File: src/rtl/control_unit.sv
// ---------------------------------------------------------------------------
// control_unit -- control FSM for the RISC-SPM datapath.
//
// Sequences fetch, decode and execute of the 8-bit instruction set and drives
// every register load strobe and bus mux select of the datapath.
// Instruction layout: opcode = instruction[7:4], src = [3:2], dest = [1:0].
//
// Ports:
//   clk            clock, state advances on posedge
//   rst            asynchronous, active-low reset (state -> S_IDLE)
//   instruction    current IR contents
//   zero           registered ALU zero flag (Reg_Z output)
//   load_R0..R3    general-purpose register load strobes (indexed by dest)
//   load_PC        PC load from Bus_2
//   inc_PC         PC increment
//   load_IR        IR load from Bus_2
//   load_Add_R     address register load from Bus_2
//   load_Reg_Y     ALU operand Y load from Bus_2
//   load_Reg_Z     zero-flag register load
//   sel_bus_1_mux  0=R0 1=R1 2=R2 3=R3 4=PC
//   sel_bus_2_mux  0=ALU 1=Bus_1 2=memory
//   write          memory write strobe
//   halted         high while in S_HALT
//   state_dbg      current state register, for observation only
//
// Build option: define RISC_ILLEGAL_NOP_EN to treat opcodes 9-15 as NOP
// instead of halting. In that build S_HALT is unreachable and halted stays 0.
//
// Outputs are purely combinational from state, opcode, src, dest and zero.
// Every output defaults to 0 (selects included) and is forced to 0 while
// rst is low, so an aborted instruction cannot complete a partial write.
// ---------------------------------------------------------------------------
module control_unit #(
  parameter int word_size  = 8,
  parameter int op_size    = 4,
  parameter int state_size = 4,
  parameter int sel1_size  = 3,
  parameter int sel2_size  = 2
) (
  input  logic                  clk,
  input  logic                  rst,
  input  logic [word_size-1:0]  instruction,
  input  logic                  zero,
  output logic                  load_R0,
  output logic                  load_R1,
  output logic                  load_R2,
  output logic                  load_R3,
  output logic                  load_PC,
  output logic                  inc_PC,
  output logic                  load_IR,
  output logic                  load_Add_R,
  output logic                  load_Reg_Y,
  output logic                  load_Reg_Z,
  output logic [sel1_size-1:0]  sel_bus_1_mux,
  output logic [sel2_size-1:0]  sel_bus_2_mux,
  output logic                  write,
  output logic                  halted,
  output logic [state_size-1:0] state_dbg
);

  localparam logic [state_size-1:0] S_IDLE = 4'd0;
  localparam logic [state_size-1:0] S_FET1 = 4'd1;
  localparam logic [state_size-1:0] S_FET2 = 4'd2;
  localparam logic [state_size-1:0] S_DEC  = 4'd3;
  localparam logic [state_size-1:0] S_EX1  = 4'd4;
  localparam logic [state_size-1:0] S_RD1  = 4'd5;
  localparam logic [state_size-1:0] S_RD2  = 4'd6;
  localparam logic [state_size-1:0] S_WR1  = 4'd7;
  localparam logic [state_size-1:0] S_WR2  = 4'd8;
  localparam logic [state_size-1:0] S_BR1  = 4'd9;
  localparam logic [state_size-1:0] S_BR2  = 4'd10;
  localparam logic [state_size-1:0] S_HALT = 4'd11;

  localparam logic [op_size-1:0] OP_NOP = 4'd0;
  localparam logic [op_size-1:0] OP_ADD = 4'd1;
  localparam logic [op_size-1:0] OP_SUB = 4'd2;
  localparam logic [op_size-1:0] OP_AND = 4'd3;
  localparam logic [op_size-1:0] OP_NOT = 4'd4;
  localparam logic [op_size-1:0] OP_RD  = 4'd5;
  localparam logic [op_size-1:0] OP_WR  = 4'd6;
  localparam logic [op_size-1:0] OP_BR  = 4'd7;
  localparam logic [op_size-1:0] OP_BRZ = 4'd8;

  localparam logic [sel1_size-1:0] SEL1_PC  = 3'd4;
  localparam logic [sel2_size-1:0] SEL2_ALU = 2'd0;
  localparam logic [sel2_size-1:0] SEL2_B1  = 2'd1;
  localparam logic [sel2_size-1:0] SEL2_MEM = 2'd2;

  logic [state_size-1:0] state_q, state_d;
  logic [op_size-1:0]    opcode;
  logic [1:0]            src;
  logic [1:0]            dest;
  logic [3:0]            load_r;

  assign opcode = instruction[word_size-1:word_size-op_size];
  assign src    = instruction[3:2];
  assign dest   = instruction[1:0];

  assign load_R0   = load_r[0];
  assign load_R1   = load_r[1];
  assign load_R2   = load_r[2];
  assign load_R3   = load_r[3];
  assign state_dbg = state_q;

  always_ff @(posedge clk or negedge rst) begin
    if (!rst) state_q <= S_IDLE;
    else      state_q <= state_d;
  end

  always_comb begin
    state_d       = S_IDLE;
    load_r        = 4'b0000;
    load_PC       = 1'b0;
    inc_PC        = 1'b0;
    load_IR       = 1'b0;
    load_Add_R    = 1'b0;
    load_Reg_Y    = 1'b0;
    load_Reg_Z    = 1'b0;
    sel_bus_1_mux = '0;
    sel_bus_2_mux = '0;
    write         = 1'b0;
    halted        = 1'b0;
    // Gating on rst keeps the outputs at 0 for the whole reset interval, not
    // just after the state flop has been cleared.
    if (rst) begin
      case (state_q)
        S_IDLE: state_d = S_FET1;
        S_FET1: begin
          sel_bus_1_mux = SEL1_PC;
          sel_bus_2_mux = SEL2_B1;
          load_Add_R    = 1'b1;
          state_d       = S_FET2;
        end
        S_FET2: begin
          sel_bus_2_mux = SEL2_MEM;
          load_IR       = 1'b1;
          inc_PC        = 1'b1;
          state_d       = S_DEC;
        end
        S_DEC: begin
          case (opcode)
            OP_NOP: state_d = S_FET1;
            OP_ADD, OP_SUB, OP_AND: begin
              sel_bus_1_mux = {1'b0, src};
              sel_bus_2_mux = SEL2_B1;
              load_Reg_Y    = 1'b1;
              state_d       = S_EX1;
            end
            OP_NOT: begin
              sel_bus_1_mux = {1'b0, src};
              sel_bus_2_mux = SEL2_ALU;
              load_r[dest]  = 1'b1;
              load_Reg_Z    = 1'b1;
              state_d       = S_FET1;
            end
            OP_RD, OP_WR, OP_BR: begin
              sel_bus_1_mux = SEL1_PC;
              sel_bus_2_mux = SEL2_B1;
              load_Add_R    = 1'b1;
              if (opcode == OP_RD)      state_d = S_RD1;
              else if (opcode == OP_WR) state_d = S_WR1;
              else                      state_d = S_BR1;
            end
            OP_BRZ: begin
              if (zero) begin
                sel_bus_1_mux = SEL1_PC;
                sel_bus_2_mux = SEL2_B1;
                load_Add_R    = 1'b1;
                state_d       = S_BR1;
              end else begin
                // Branch not taken: step the PC over the address byte.
                inc_PC  = 1'b1;
                state_d = S_FET1;
              end
            end
            default: begin
`ifdef RISC_ILLEGAL_NOP_EN
              state_d = S_FET1;
`else
              state_d = S_HALT;
`endif
            end
          endcase
        end
        S_EX1: begin
          sel_bus_1_mux = {1'b0, dest};
          sel_bus_2_mux = SEL2_ALU;
          load_r[dest]  = 1'b1;
          load_Reg_Z    = 1'b1;
          state_d       = S_FET1;
        end
        S_RD1: begin
          sel_bus_2_mux = SEL2_MEM;
          load_Add_R    = 1'b1;
          inc_PC        = 1'b1;
          state_d       = S_RD2;
        end
        S_RD2: begin
          sel_bus_2_mux = SEL2_MEM;
          load_r[dest]  = 1'b1;
          state_d       = S_FET1;
        end
        S_WR1: begin
          sel_bus_2_mux = SEL2_MEM;
          load_Add_R    = 1'b1;
          inc_PC        = 1'b1;
          state_d       = S_WR2;
        end
        S_WR2: begin
          sel_bus_1_mux = {1'b0, src};
          write         = 1'b1;
          state_d       = S_FET1;
        end
        S_BR1: begin
          sel_bus_2_mux = SEL2_MEM;
          load_Add_R    = 1'b1;
          state_d       = S_BR2;
        end
        S_BR2: begin
          sel_bus_2_mux = SEL2_MEM;
          load_PC       = 1'b1;
          state_d       = S_FET1;
        end
        S_HALT: begin
          halted  = 1'b1;
          state_d = S_HALT;
        end
        default: state_d = S_IDLE;
      endcase
    end
  end

endmodule

File: config.mk
export PLATFORM = sky130hd
export DESIGN_NAME = control_unit
export DESIGN_NICKNAME = d
export VERILOG_FILES = /design/src/rtl/control_unit.sv
export SDC_FILE = /design/constraint.sdc
export NUM_CORES = 1
export LEC_CHECK = 0
export BUFFER_PORTS_ARGS = -buffer_cell sky130_fd_sc_hd__buf_2
export CAP_MARGIN = 20
export CORE_MARGIN = 10
export CORE_UTILIZATION = 47
export CTS_CLUSTER_SIZE = 16
export DETAILED_ROUTE_END_ITERATION = 8
export PLACE_DENSITY = 0.87
export SLEW_MARGIN = 10
export SYNTH_ARGS = -nofsm -noshare
export SYNTH_HDL_FRONTEND = slang
export SYNTH_SLANG_ARGS = --single-unit
File: constraint.sdc
create_clock -name clk -period 2.2 [get_ports clk]
set_clock_uncertainty 0.05 [all_clocks]
set_input_delay 0.33 -clock clk [delete_from_list [all_inputs] [get_ports clk]]
set_output_delay 0.33 -clock clk [all_outputs]
set_load 0.05 [all_outputs]
==> results.cfg <==
[power]
finalPower_mw = 0.412
power.density_nw_per_um2 = 362
p_switching_mw = 0.190
power_frac_comb = 0.541
clkPwrFrac = 0.246
power.internal_mw = 0.222
peakVddDrop_mv = 0.334
leakagePower_nw = 0.478
swShare = 0.461
pwr-share-seq = 0.214

[global_route]
grt_pass1_wl_mm = 3.95
grt_usage = 0.133
grt-ovfl-total = 0
grt_antenna_before_repair = 0
grt_pass1_vias = 899
grt_max_degree = 24

[sta]
slew_violations = 0
post-route-min-period_ns = 2.16
slew_headroom = 0.753
setup_viol = 0
clock.fmax_mhz = 463
fin_crit_sh = 0.982
hold_viol = 0
worst_pin_slew_ns = 0.365

[synth]
synth_top_area_frac = 0.135
yosysWarnings = 0
ys_ff_latch = 4
synth_ff_type = dfrtp_1
syn-num-nets = 114
synth_commonest_cells = 8 x a21oi_1, 8 x nand2_1, 7 x nor2_1, 6 x clkbuf_1, 6 x nand2b_1
synthTopCellsByArea = dfrtp_1 13%, a21oi_1 5.4%, nand2b_1 5.1%, buf_4 4.0%, nand2_1 4.0%
synthDistinctLibCells = 45
netlist_instances = 103
synth_edf_count = 0
synth_area_um2 = 742
synth.avg_cell_area_um2 = 7.20
async_flop_share = 1.00
synth_top_area_cell = dfrtp_1
yosysSeqAreaShare = 0.135

[placed_design]
globalplace.congestion = 0.856
dp_hpwl_mm = 1.81
numPortBuffers = 31
place_area_um2 = 1040

[layout]
drive_gt1_frac = 0.529
fillers = 113
final_cell_area_um2 = 1140
nets = 150
num_antenna_cells = 0
area_delta_synth_final_pct = 53.6
largest_reg_flops = 4

[clock_network]
clk_pin_slew_ns = 0.04
cts_root_buf = clkbuf_4
cts.sink_count = 4
cts_tree = yes
cts_max_level = 1
clock_path_buffers = 2
cts_inserted_buffers = 3
clk_latency_ns = 0.24

[critical_path]
critPathRequiredTime_ns = 1.82
start_kind = input pin
path_class = input pin to output port
critical_path_arrival_ns = 1.78
crit_fanout = 4
end_kind = output port

[route]
vias_per_cell = 5.95
postRouteWirelength_mm = 2.40
drc = 0
first_iter_violations = 15
dr.pass1.iters = 4
wl_per_cell_um = 15.6
ant_nets = 0
vias = 916

[floorplan]
initial_core_util = 0.493
ios = 32
die_y_um = 59.7
die_x_um = 59.7
fp.dieArea_um2 = 3570
core_um2 = 1510
rows = 14

[flow_run]
drv_cap = 0

[min_path]
min_path_type = input pin to async pin

[status]
status = completed
worst max-delay path, cell delays in order:
cell and delay [ns]:
buf_2 0.11, or3b_4 0.43, o32a_4 0.43, nor4b_4 0.28, buf_6 0.19
path summary, 6_finish.rpt:
kind / startpoint / end / slack, ns / cells after the start
setup reg to reg: state_dbg[0]$_DFF_PN0_ / state_dbg[1]$_DFF_PN0_ / 0.66 / 4
max in group asynchronous: rst / state_dbg[1]$_DFF_PN0_ / 1.57 / 2
setup / recovery: instruction[5] / load_R1 / 0.04 / 5
min in group clk: rst / state_dbg[0]$_DFF_PN0_ / 0.48 / 4
hold reg to reg: state_dbg[3]$_DFF_PN0_ / state_dbg[2]$_DFF_PN0_ / 0.59 / 2
hold / removal: rst / state_dbg[0]$_DFF_PN0_ / 0.02 / 2
area by class of cell:
type | instances | area (um^2) | share of cell area
sequential | 4 | 104 | 0.0911
timing repair buffer | 44 | 273 | 0.239
tap | 16 | 20.0 | 0.0176
clock buffer | 4 | 26.3 | 0.0231
inverter | 5 | 18.8 | 0.0165
multi-input combinational | 81 | 698 | 0.613
metal layers:
layer  part of all wire  vias up  wire [um]  GRT usage
li1                   -      452          -          -
met4              0.016        0         38     0.0385
met3              0.054        6        129     0.0297
met2               0.54       29       1290      0.249
met5                  0        -          0          0
met1               0.39      429        938      0.142
through the flow:
| stage | hold slack [ns] | util | setup WS (ns) | std cells | setup TNS (ns) |
|---|---|---|---|---|---|
| finish | 0.0185 | 0.757 | 0.0391 | 154 | 0 |
| CTS | 0.0130 | 0.728 | -0.00182 | 154 | -0.00182 |
| global route | 0.0379 | 0.757 | -0.0117 | 154 | -0.0210 |
| floorplan | -0.0156 | - | -0.106 | 103 | -0.355 |
| detailed placement | 0.0919 | 0.693 | 0.0317 | 149 | 0 |
| global placement | 0.0904 | 0.693 | 0.0640 | 149 | 0 |
kinds of logic (layout without fill, tap and decap cells):
family                 count (synthesis)  in the layout  share of synthesized area
buffers and inverters                 18             53                      0.123
XOR/XNOR                               1              1                     0.0118
AO/OA/AOI/OAI                         32             32                      0.322
AND/OR/NAND/NOR                       47             47                      0.395
multiplexers                           1              1                     0.0135
flip-flops                             4              4                      0.135
cells in the final DEF, fill, tap and decap left out, types with 2 or more instances in the layout:
cell type,instances
nor3_4,2
nor2_1,6
nor4_4,2
a21oi_1,6
nand2b_1,6
nand3b_1,4
clkbuf_4,3
a2111oi_2,2
buf_4,14
dfrtp_2,3
buf_6,2
a211oi_1,3
a21oi_2,2
o21a_1,3
o21ai_0,3
buf_2,27
a31oi_2,2
nand2_1,8
nand3_1,2
inv_1,5
nor2b_1,2
timing repair:
item                                    CTS  global route
endpoints found under the setup margin    3            10
gates resized for setup                   6             8
hold buffers                              1             0
buffers inserted                          0             0
hold endpoints to repair                  1             0
pin swaps                                 0             1
power by group through the flow:
| stage | combinational (mW) | clock [mW] | sequential [mW] |
|---|---|---|---|
| 2_1_floorplan | 0.143 | 0 | 0.103 |
| 3_3_place_gp | 0.210 | 0 | 0.0861 |
| 3_5_place_dp | 0.214 | 0 | 0.0864 |
| 4_1_cts | 0.217 | 0.104 | 0.0855 |
| 5_1_grt | 0.242 | 0.108 | 0.0887 |
| 6_report | 0.223 | 0.101 | 0.0881 |
Note: power is estimated with default switching activity, not from simulation.
